$ cat config.mk
export PLATFORM = sky130hd
export DESIGN_NAME = uabc_msg_sequencer_flat
export DESIGN_NICKNAME = d
export VERILOG_FILES = /design/src/rtl/uabc_msg_sequencer_if.sv /design/src/rtl/uabc_msg_sequencer.sv /design/src/flat_wrapper.sv
export SDC_FILE = /design/constraint.sdc
export NUM_CORES = 1
export LEC_CHECK = 0
export ABC_AREA = 1
export CORE_MARGIN = 5
export CORE_UTILIZATION = 55
export CTS_CLUSTER_SIZE = 30
export DETAILED_ROUTE_END_ITERATION = 6
export PLACE_DENSITY = 0.81
export REMOVE_ABC_BUFFERS = 1
export SLEW_MARGIN = 20
export SYNTH_ARGS = -nofsm -noshare
export SYNTH_HDL_FRONTEND = slang
export SYNTH_SLANG_ARGS = --single-unit
$ cat constraint.sdc
create_clock -name clk -period 4.65 [get_ports clk]
set_input_delay 0.6975 -clock clk [delete_from_list [all_inputs] [get_ports clk]]
set_output_delay 0.6975 -clock clk [all_outputs]
set_load 0.01 [all_outputs]
$ cat src/rtl/uabc_msg_sequencer_if.sv
// Switch-side bundle of the letter-scroller sequencer.
// Raw board inputs travel towards the sequencer; the letter index, the
// advance pulse and the FSM state travel back out.
interface uabc_msg_sequencer_if;

   // There is no valid/ready pairing on this bundle. The raw inputs are
   // asynchronous levels that the sequencer samples on every clock.
   // letter_idx and state are registered levels that are valid every cycle.
   // advance is a registered one-cycle strobe that marks the cycle in which
   // letter_idx first shows an advanced value. No back-pressure exists.
   logic       run_sw;
   logic       pause_sw;
   logic       step_btn;
   logic       fast_sw;
   logic [4:0] letter_idx;
   logic       advance;
   logic [1:0] state;

   // Board or bench side: drives the switches and observes the sequencer.
   modport master (
      output run_sw,
      output pause_sw,
      output step_btn,
      output fast_sw,
      input  letter_idx,
      input  advance,
      input  state
   );

   // Sequencer side.
   modport slave (
      input  run_sw,
      input  pause_sw,
      input  step_btn,
      input  fast_sw,
      output letter_idx,
      output advance,
      output state
   );

endinterface

$ cat src/rtl/uabc_msg_sequencer.sv
// Upstream stage of the 7-segment letter scroller.
// The module synchronizes and debounces the four board inputs. It then
// runs the IDLE/RUN/PAUSE FSM and the speed prescaler, and produces the
// letter index that the segment stage decodes.
module uabc_msg_sequencer #(
   parameter int TICK_DIV        = 5_000_000,
   parameter int DEBOUNCE_CYCLES = 10_000,
   parameter int LAST_IDX        = 16
) (
   input  logic                      clk,
   input  logic                      rst_n,
   input  logic                      ena,
   uabc_msg_sequencer_if.slave       sig
);

   // FSM encoding. 2'b11 is never produced.
   localparam logic [1:0] ST_IDLE  = 2'b00;
   localparam logic [1:0] ST_RUN   = 2'b01;
   localparam logic [1:0] ST_PAUSE = 2'b10;

   // Bit positions of the four conditioned inputs.
   localparam int I_RUN   = 0;
   localparam int I_PAUSE = 1;
   localparam int I_STEP  = 2;
   localparam int I_FAST  = 3;
   localparam int N_IN    = 4;

   localparam int DW = (DEBOUNCE_CYCLES < 2) ? 1 : $clog2(DEBOUNCE_CYCLES + 1);
   localparam int PW = (TICK_DIV < 2) ? 1 : $clog2(TICK_DIV + 1);

   // The counter accepts a change on the edge where it would reach
   // DEBOUNCE_CYCLES. A clean change therefore lands exactly
   // DEBOUNCE_CYCLES edges after it leaves the synchronizer.
   localparam logic [DW-1:0] DB_LAST  = DW'(DEBOUNCE_CYCLES - 1);
   localparam logic [PW-1:0] LIM_SLOW = PW'(TICK_DIV - 1);
   localparam logic [PW-1:0] LIM_FAST = PW'(TICK_DIV / 2 - 1);
   localparam logic [4:0]    IDX_LAST = 5'(LAST_IDX);

   // Raw pins, gathered so that every input gets identical conditioning.
   logic [N_IN-1:0] raw;
   assign raw = {sig.fast_sw, sig.step_btn, sig.pause_sw, sig.run_sw};

   // ------------------------------------------------------------------
   // Synchronizers and debouncers
   // ------------------------------------------------------------------
   logic [N_IN-1:0] sync1;
   logic [N_IN-1:0] sync2;
   logic [N_IN-1:0] db;
   logic [N_IN-1:0] db_nxt;
   logic [DW-1:0]   db_cnt     [N_IN];
   logic [DW-1:0]   db_cnt_nxt [N_IN];

   // Two-flop synchronizers. These keep running while ena is low.
   always_ff @(posedge clk or negedge rst_n) begin
      if (!rst_n) begin
         sync1 <= '0;
         sync2 <= '0;
      end else begin
         sync1 <= raw;
         sync2 <= sync1;
      end
   end

   // Debounce step: count consecutive disagreeing samples, then accept.
   always_comb begin
      for (int i = 0; i < N_IN; i++) begin
         db_nxt[i]     = db[i];
         db_cnt_nxt[i] = db_cnt[i];
         if (ena) begin
            if (sync2[i] == db[i]) begin
               db_cnt_nxt[i] = '0;
            end else if (db_cnt[i] == DB_LAST) begin
               db_nxt[i]     = sync2[i];
               db_cnt_nxt[i] = '0;
            end else begin
               db_cnt_nxt[i] = db_cnt[i] + DW'(1);
            end
         end
      end
   end

   // Debounced values and their stability counters.
   always_ff @(posedge clk or negedge rst_n) begin
      if (!rst_n) begin
         db <= '0;
         for (int i = 0; i < N_IN; i++) begin
            db_cnt[i] <= '0;
         end
      end else begin
         db <= db_nxt;
         for (int i = 0; i < N_IN; i++) begin
            db_cnt[i] <= db_cnt_nxt[i];
         end
      end
   end

   // Downstream logic reads the value being accepted this cycle. The FSM
   // therefore moves on the same edge that the debounced register updates,
   // which keeps the pin-to-state latency equal to the debounce latency.
   logic run_db;
   logic pause_db;
   logic fast_db;
   logic step_rise;

   assign run_db    = db_nxt[I_RUN];
   assign pause_db  = db_nxt[I_PAUSE];
   assign fast_db   = db_nxt[I_FAST];
   // When ena is low, db_nxt equals db, so no rise can be seen.
   assign step_rise = db_nxt[I_STEP] & ~db[I_STEP];

   // ------------------------------------------------------------------
   // FSM
   // ------------------------------------------------------------------
   logic [1:0] state_q;
   logic [1:0] state_nxt;

   // Next state. Losing run_db wins over every other condition.
   always_comb begin
      state_nxt = state_q;
      if (ena) begin
         if (!run_db) begin
            state_nxt = ST_IDLE;
         end else begin
            case (state_q)
               ST_IDLE:  state_nxt = ST_RUN;
               ST_RUN:   if (pause_db)  state_nxt = ST_PAUSE;
               ST_PAUSE: if (!pause_db) state_nxt = ST_RUN;
               default:  state_nxt = ST_IDLE;
            endcase
         end
      end
   end

   // ------------------------------------------------------------------
   // Prescaler
   // ------------------------------------------------------------------
   logic [PW-1:0] pre_cnt;
   logic [PW-1:0] pre_cnt_nxt;
   logic [PW-1:0] pre_lim;
   logic          tick;

   // The compare uses >=. If the count is already past a limit that has
   // just shortened, it still ticks at once and wraps.
   assign pre_lim = fast_db ? LIM_FAST : LIM_SLOW;
   assign tick    = ena && (state_q == ST_RUN) && (pre_cnt >= pre_lim);

   // Count only while staying in RUN. Any entry into RUN starts from 0.
   always_comb begin
      pre_cnt_nxt = pre_cnt;
      if (ena) begin
         if ((state_q != ST_RUN) || (state_nxt != ST_RUN)) begin
            pre_cnt_nxt = '0;
         end else if (tick) begin
            pre_cnt_nxt = '0;
         end else begin
            pre_cnt_nxt = pre_cnt + PW'(1);
         end
      end
   end

   // ------------------------------------------------------------------
   // Letter index
   // ------------------------------------------------------------------
   logic [4:0] letter_q;
   logic [4:0] letter_nxt;
   logic       advance_q;
   logic       advance_nxt;

   // Wrap from the last letter back to the first. Index 0 (blank) is
   // reachable only through IDLE.
   function automatic logic [4:0] next_letter(input logic [4:0] cur);
      return (cur == IDX_LAST) ? 5'd1 : cur + 5'd1;
   endfunction

   // Letter update. Leaving for IDLE discards any tick or step arriving
   // in the same cycle. A tick that coincides with RUN->PAUSE still counts.
   always_comb begin
      letter_nxt  = letter_q;
      advance_nxt = 1'b0;
      if (ena) begin
         if (state_nxt == ST_IDLE) begin
            letter_nxt = 5'd0;
         end else if (state_q == ST_IDLE) begin
            letter_nxt  = 5'd1;
            advance_nxt = 1'b1;
         end else if (((state_q == ST_RUN) && tick) ||
                      ((state_q == ST_PAUSE) && step_rise)) begin
            letter_nxt  = next_letter(letter_q);
            advance_nxt = 1'b1;
         end
      end
   end

   // Registers for the FSM, prescaler and letter.
   always_ff @(posedge clk or negedge rst_n) begin
      if (!rst_n) begin
         state_q   <= ST_IDLE;
         pre_cnt   <= '0;
         letter_q  <= 5'd0;
         advance_q <= 1'b0;
      end else begin
         state_q   <= state_nxt;
         pre_cnt   <= pre_cnt_nxt;
         letter_q  <= letter_nxt;
         advance_q <= advance_nxt;
      end
   end

   assign sig.letter_idx = letter_q;
   assign sig.advance    = advance_q;
   assign sig.state      = state_q;

endmodule

$ cat src/flat_wrapper.sv
// flat-port wrapper written by rule: the top's interface ports become plain ports
module uabc_msg_sequencer_flat 
#(
   parameter int TICK_DIV        = 5_000_000,
   parameter int DEBOUNCE_CYCLES = 10_000,
   parameter int LAST_IDX        = 16
)
  (clk, rst_n, ena, sig_run_sw, sig_pause_sw, sig_step_btn, sig_fast_sw, sig_letter_idx, sig_advance, sig_state);
  uabc_msg_sequencer_if sig_i ();
  input  logic clk;
  input  logic rst_n;
  input  logic ena;
  input wire logic [$bits(sig_i.run_sw)-1:0] sig_run_sw;
  input wire logic [$bits(sig_i.pause_sw)-1:0] sig_pause_sw;
  input wire logic [$bits(sig_i.step_btn)-1:0] sig_step_btn;
  input wire logic [$bits(sig_i.fast_sw)-1:0] sig_fast_sw;
  output wire logic [$bits(sig_i.letter_idx)-1:0] sig_letter_idx;
  output wire logic [$bits(sig_i.advance)-1:0] sig_advance;
  output wire logic [$bits(sig_i.state)-1:0] sig_state;
  assign sig_i.run_sw = sig_run_sw;
  assign sig_i.pause_sw = sig_pause_sw;
  assign sig_i.step_btn = sig_step_btn;
  assign sig_i.fast_sw = sig_fast_sw;
  assign sig_letter_idx = sig_i.letter_idx;
  assign sig_advance = sig_i.advance;
  assign sig_state = sig_i.state;
  uabc_msg_sequencer #(.TICK_DIV(TICK_DIV), .DEBOUNCE_CYCLES(DEBOUNCE_CYCLES), .LAST_IDX(LAST_IDX)) u_core (.clk(clk), .rst_n(rst_n), .ena(ena), .sig(sig_i));
endmodule
==> metrics.yaml <==
hold_buffers: 0
synth_top_cells_by_count: "145 x nand2_1, 99 x dfrtp_1, 91 x inv_1"
nNetsFinal: 737
seq_area_frac_synth_pct: 44.8
setup_ws_ps: 1080
drtPass1Iterations: 4
antenna_found_initial: 0
clk_path_buf_depth: 2
die_h_um: 110
grt_pass1_wl_um: 19300
status: "completed"
synth_cell_types: 45
portBuffers: 14
numCtsBuffers: 9
startpoint_type: "input pin"
slowest_stage: "clkdlybuf4s50_1"
tns_ps: 0
hpwlAfterDp_um: 7940
clk_latency_ps: 370
synth_area_um2: 5530
required_ps: 4910
worstHoldStart: "u_core.sync1[1]"
peakVddDrop_uv: 238
cts-resized-gates: 0
synth-seq-cells: 99
grt-ovfl-total: 0
async_flop_share_pct: 100
num_vias: 4592
drt_wl_total_um: 11100
clockRootBuffer: "clkbuf_8"
path_max_fanout: 12
initial_utilization_pct: 56.6
cts.reportedPaths.clkPinSlew_ps: 90
final_hold_viol_count: 0
synth_cells: 699
critPathKind: "in -> reg"
dp_slack_ps: 753
power_leakage_nw: 2.74
synth.avg_cell_area_um2: 7.92
cp.arrival_ps: 3830
min_path_type: "reg -> reg"
slew_headroom_pct: 45.2
die_width_um: 110
fmax_mhz: 280
cts_sinks: 99
synth_edf_count: 0
crit_chain: "clkdlybuf4s50_1, buf_4, nand3_2, nand2_2, nand2_4, inv_1, ha_1, a211oi_1, nor2_1, nand3_1, nor2_1, nand3_1, nand3_1, nand2_1, nand3_1, nand2_1, nand2_1"
drtIter0Drc: 245
htreeDepth: 3
setup_viol: 0
grt_max_degree: 69
area_delta_synth_final_pct: 8.50
wl_per_cell_um: 13.0
cellPowerDensity_nw_per_um2: 276
synth.top_cells.by_area: "dfrtp_1 45%, nand2_1 9.8%, inv_1 6.2%"
final_util_pct: 61.4
finalCritPeriodShare_pct: 76.9
worst_path_most_repeated_cell: "nand3_1"
slew_viol_final: 0
postCtsSetupBuffers: 0
rr_startpoint: "u_core.db_cnt[0]"
io_pins: 15
final_antenna_net_count: 0
synthFlopType: "dfrtp_1"
core_um2: 9770
dieArea_um2: 12200
synth_top_area_share_pct: 44.8
place_congestion: 0.819
drive_gt1_share_pct: 6.37
fin_worst_skew_ps: 15.9
yosysTopAreaCell: "dfrtp_1"
synth_most_common_cell: "nand2_1"
startpoint: "ena"
num_rows: 36
worst_slew_pin_slew_ps: 822
n_antenna_cell: 0
timing.max_cap.violations: 0
yosysWarnings: 0
period_needed_ps: 3570
viasPerCell: 5.37
rsz0062_at_grt: "no"
end_kind: "flop"
cts_tree: "built"
groute.usage.overall_pct: 19.9
cpPeakStageDelay_ps: 710
drc: 0
grt_pass1_vias: 4376
layout by cell type (no fill, tap or decap), types with 11 or more instances in the layout:
master / count
dfrtp_1: 99
clkdlybuf4s50_1: 13
nand2_1: 145
clkbuf_8: 11
a21oi_1: 27
nor3_1: 28
ha_1: 13
inv_1: 91
nor2_1: 78
xor2_1: 33
nand3_1: 45
o21ai_0: 32
nand4_1: 23
cell families after synthesis:
logic type	count (synthesis)	share of synthesized area, %
and+or+nand+nor	349	28.5
buffers and inverters	106	7.39
DFF	99	44.8
AOI/OAI and AO/OA	90	9.70
xor gates and xnor gates	40	6.33
adders and majority gates	13	2.94
muxes	2	0.362
worst max-delay path: cells and delay by family:
kind                       cells  cell delay [ps]
AOI/OAI and AO/OA              1              250
buffers and inverters          3             1160
and+or+nand+nor               12             1400
adders and majority gates      1              290
power breakdown:
group / switching (W) / internal (W) / leakage (nW)
logic: 0.000114 / 0.0000668 / 1.31
registers: 0.0000418 / 0.000902 / 1.34
clock network: 0.000305 / 0.000229 / 0.0985
worst paths after layout:
path                                                  to  slack, ps  cells past startpoint
worst max-delay path            u_core.sig.letter_idx[2]       1080                     17
worst min-delay path                     u_core.sync2[1]        360                      0
worst max register to register  u_core.sig.letter_idx[2]       1340                     19
worst min register to register           u_core.sync2[1]        360                      0
max in group asynchronous             u_core.pre_cnt[19]       3320                      2
min in group asynchronous              u_core.db_cnt[21]        420                      1
state kept, by name (all words and copies together), names as in the netlist:
signal / cells
u_core.sig.state: 2
u_core.db_cnt: 56
u_core.sig.letter_idx: 5
u_core.sync1: 4
u_core.db: 4
u_core.sync2: 4
u_core.pre_cnt: 23
u_core.sig.advance: 1
metal layers:
metal	vias up	track usage, %	routed length, um
met3	14	2.74	357
met2	87	32.3	5350
li1	2310	-	-
met5	-	0	0
met4	0	7.74	173
met1	2181	27.1	5190
cell type report:
cell class                 instances  area, um^2
tap                              133         166
multi-input combinational        494        2650
timing repair buffer              18         168
inverter                          95         357
clock buffer                      12         155
clock inverter                     4        33.8
sequential                        99        2480
fill                             860        3770
stage by stage:
step | hold WS, ps | total power, W | cells | cell area [um^2]
6_report | 360 | 0.00166 | 855 | 6000
3_5_place_dp | 340 | 0.00114 | 839 | 5810
5_1_grt | 379 | 0.00174 | 855 | 6000
3_3_place_gp | 334 | 0.00113 | 839 | 5810
2_1_floorplan | 331 | 0.00106 | 688 | 5480
4_1_cts | 361 | 0.00167 | 855 | 6000
Power figures use the tool's default switching activity.
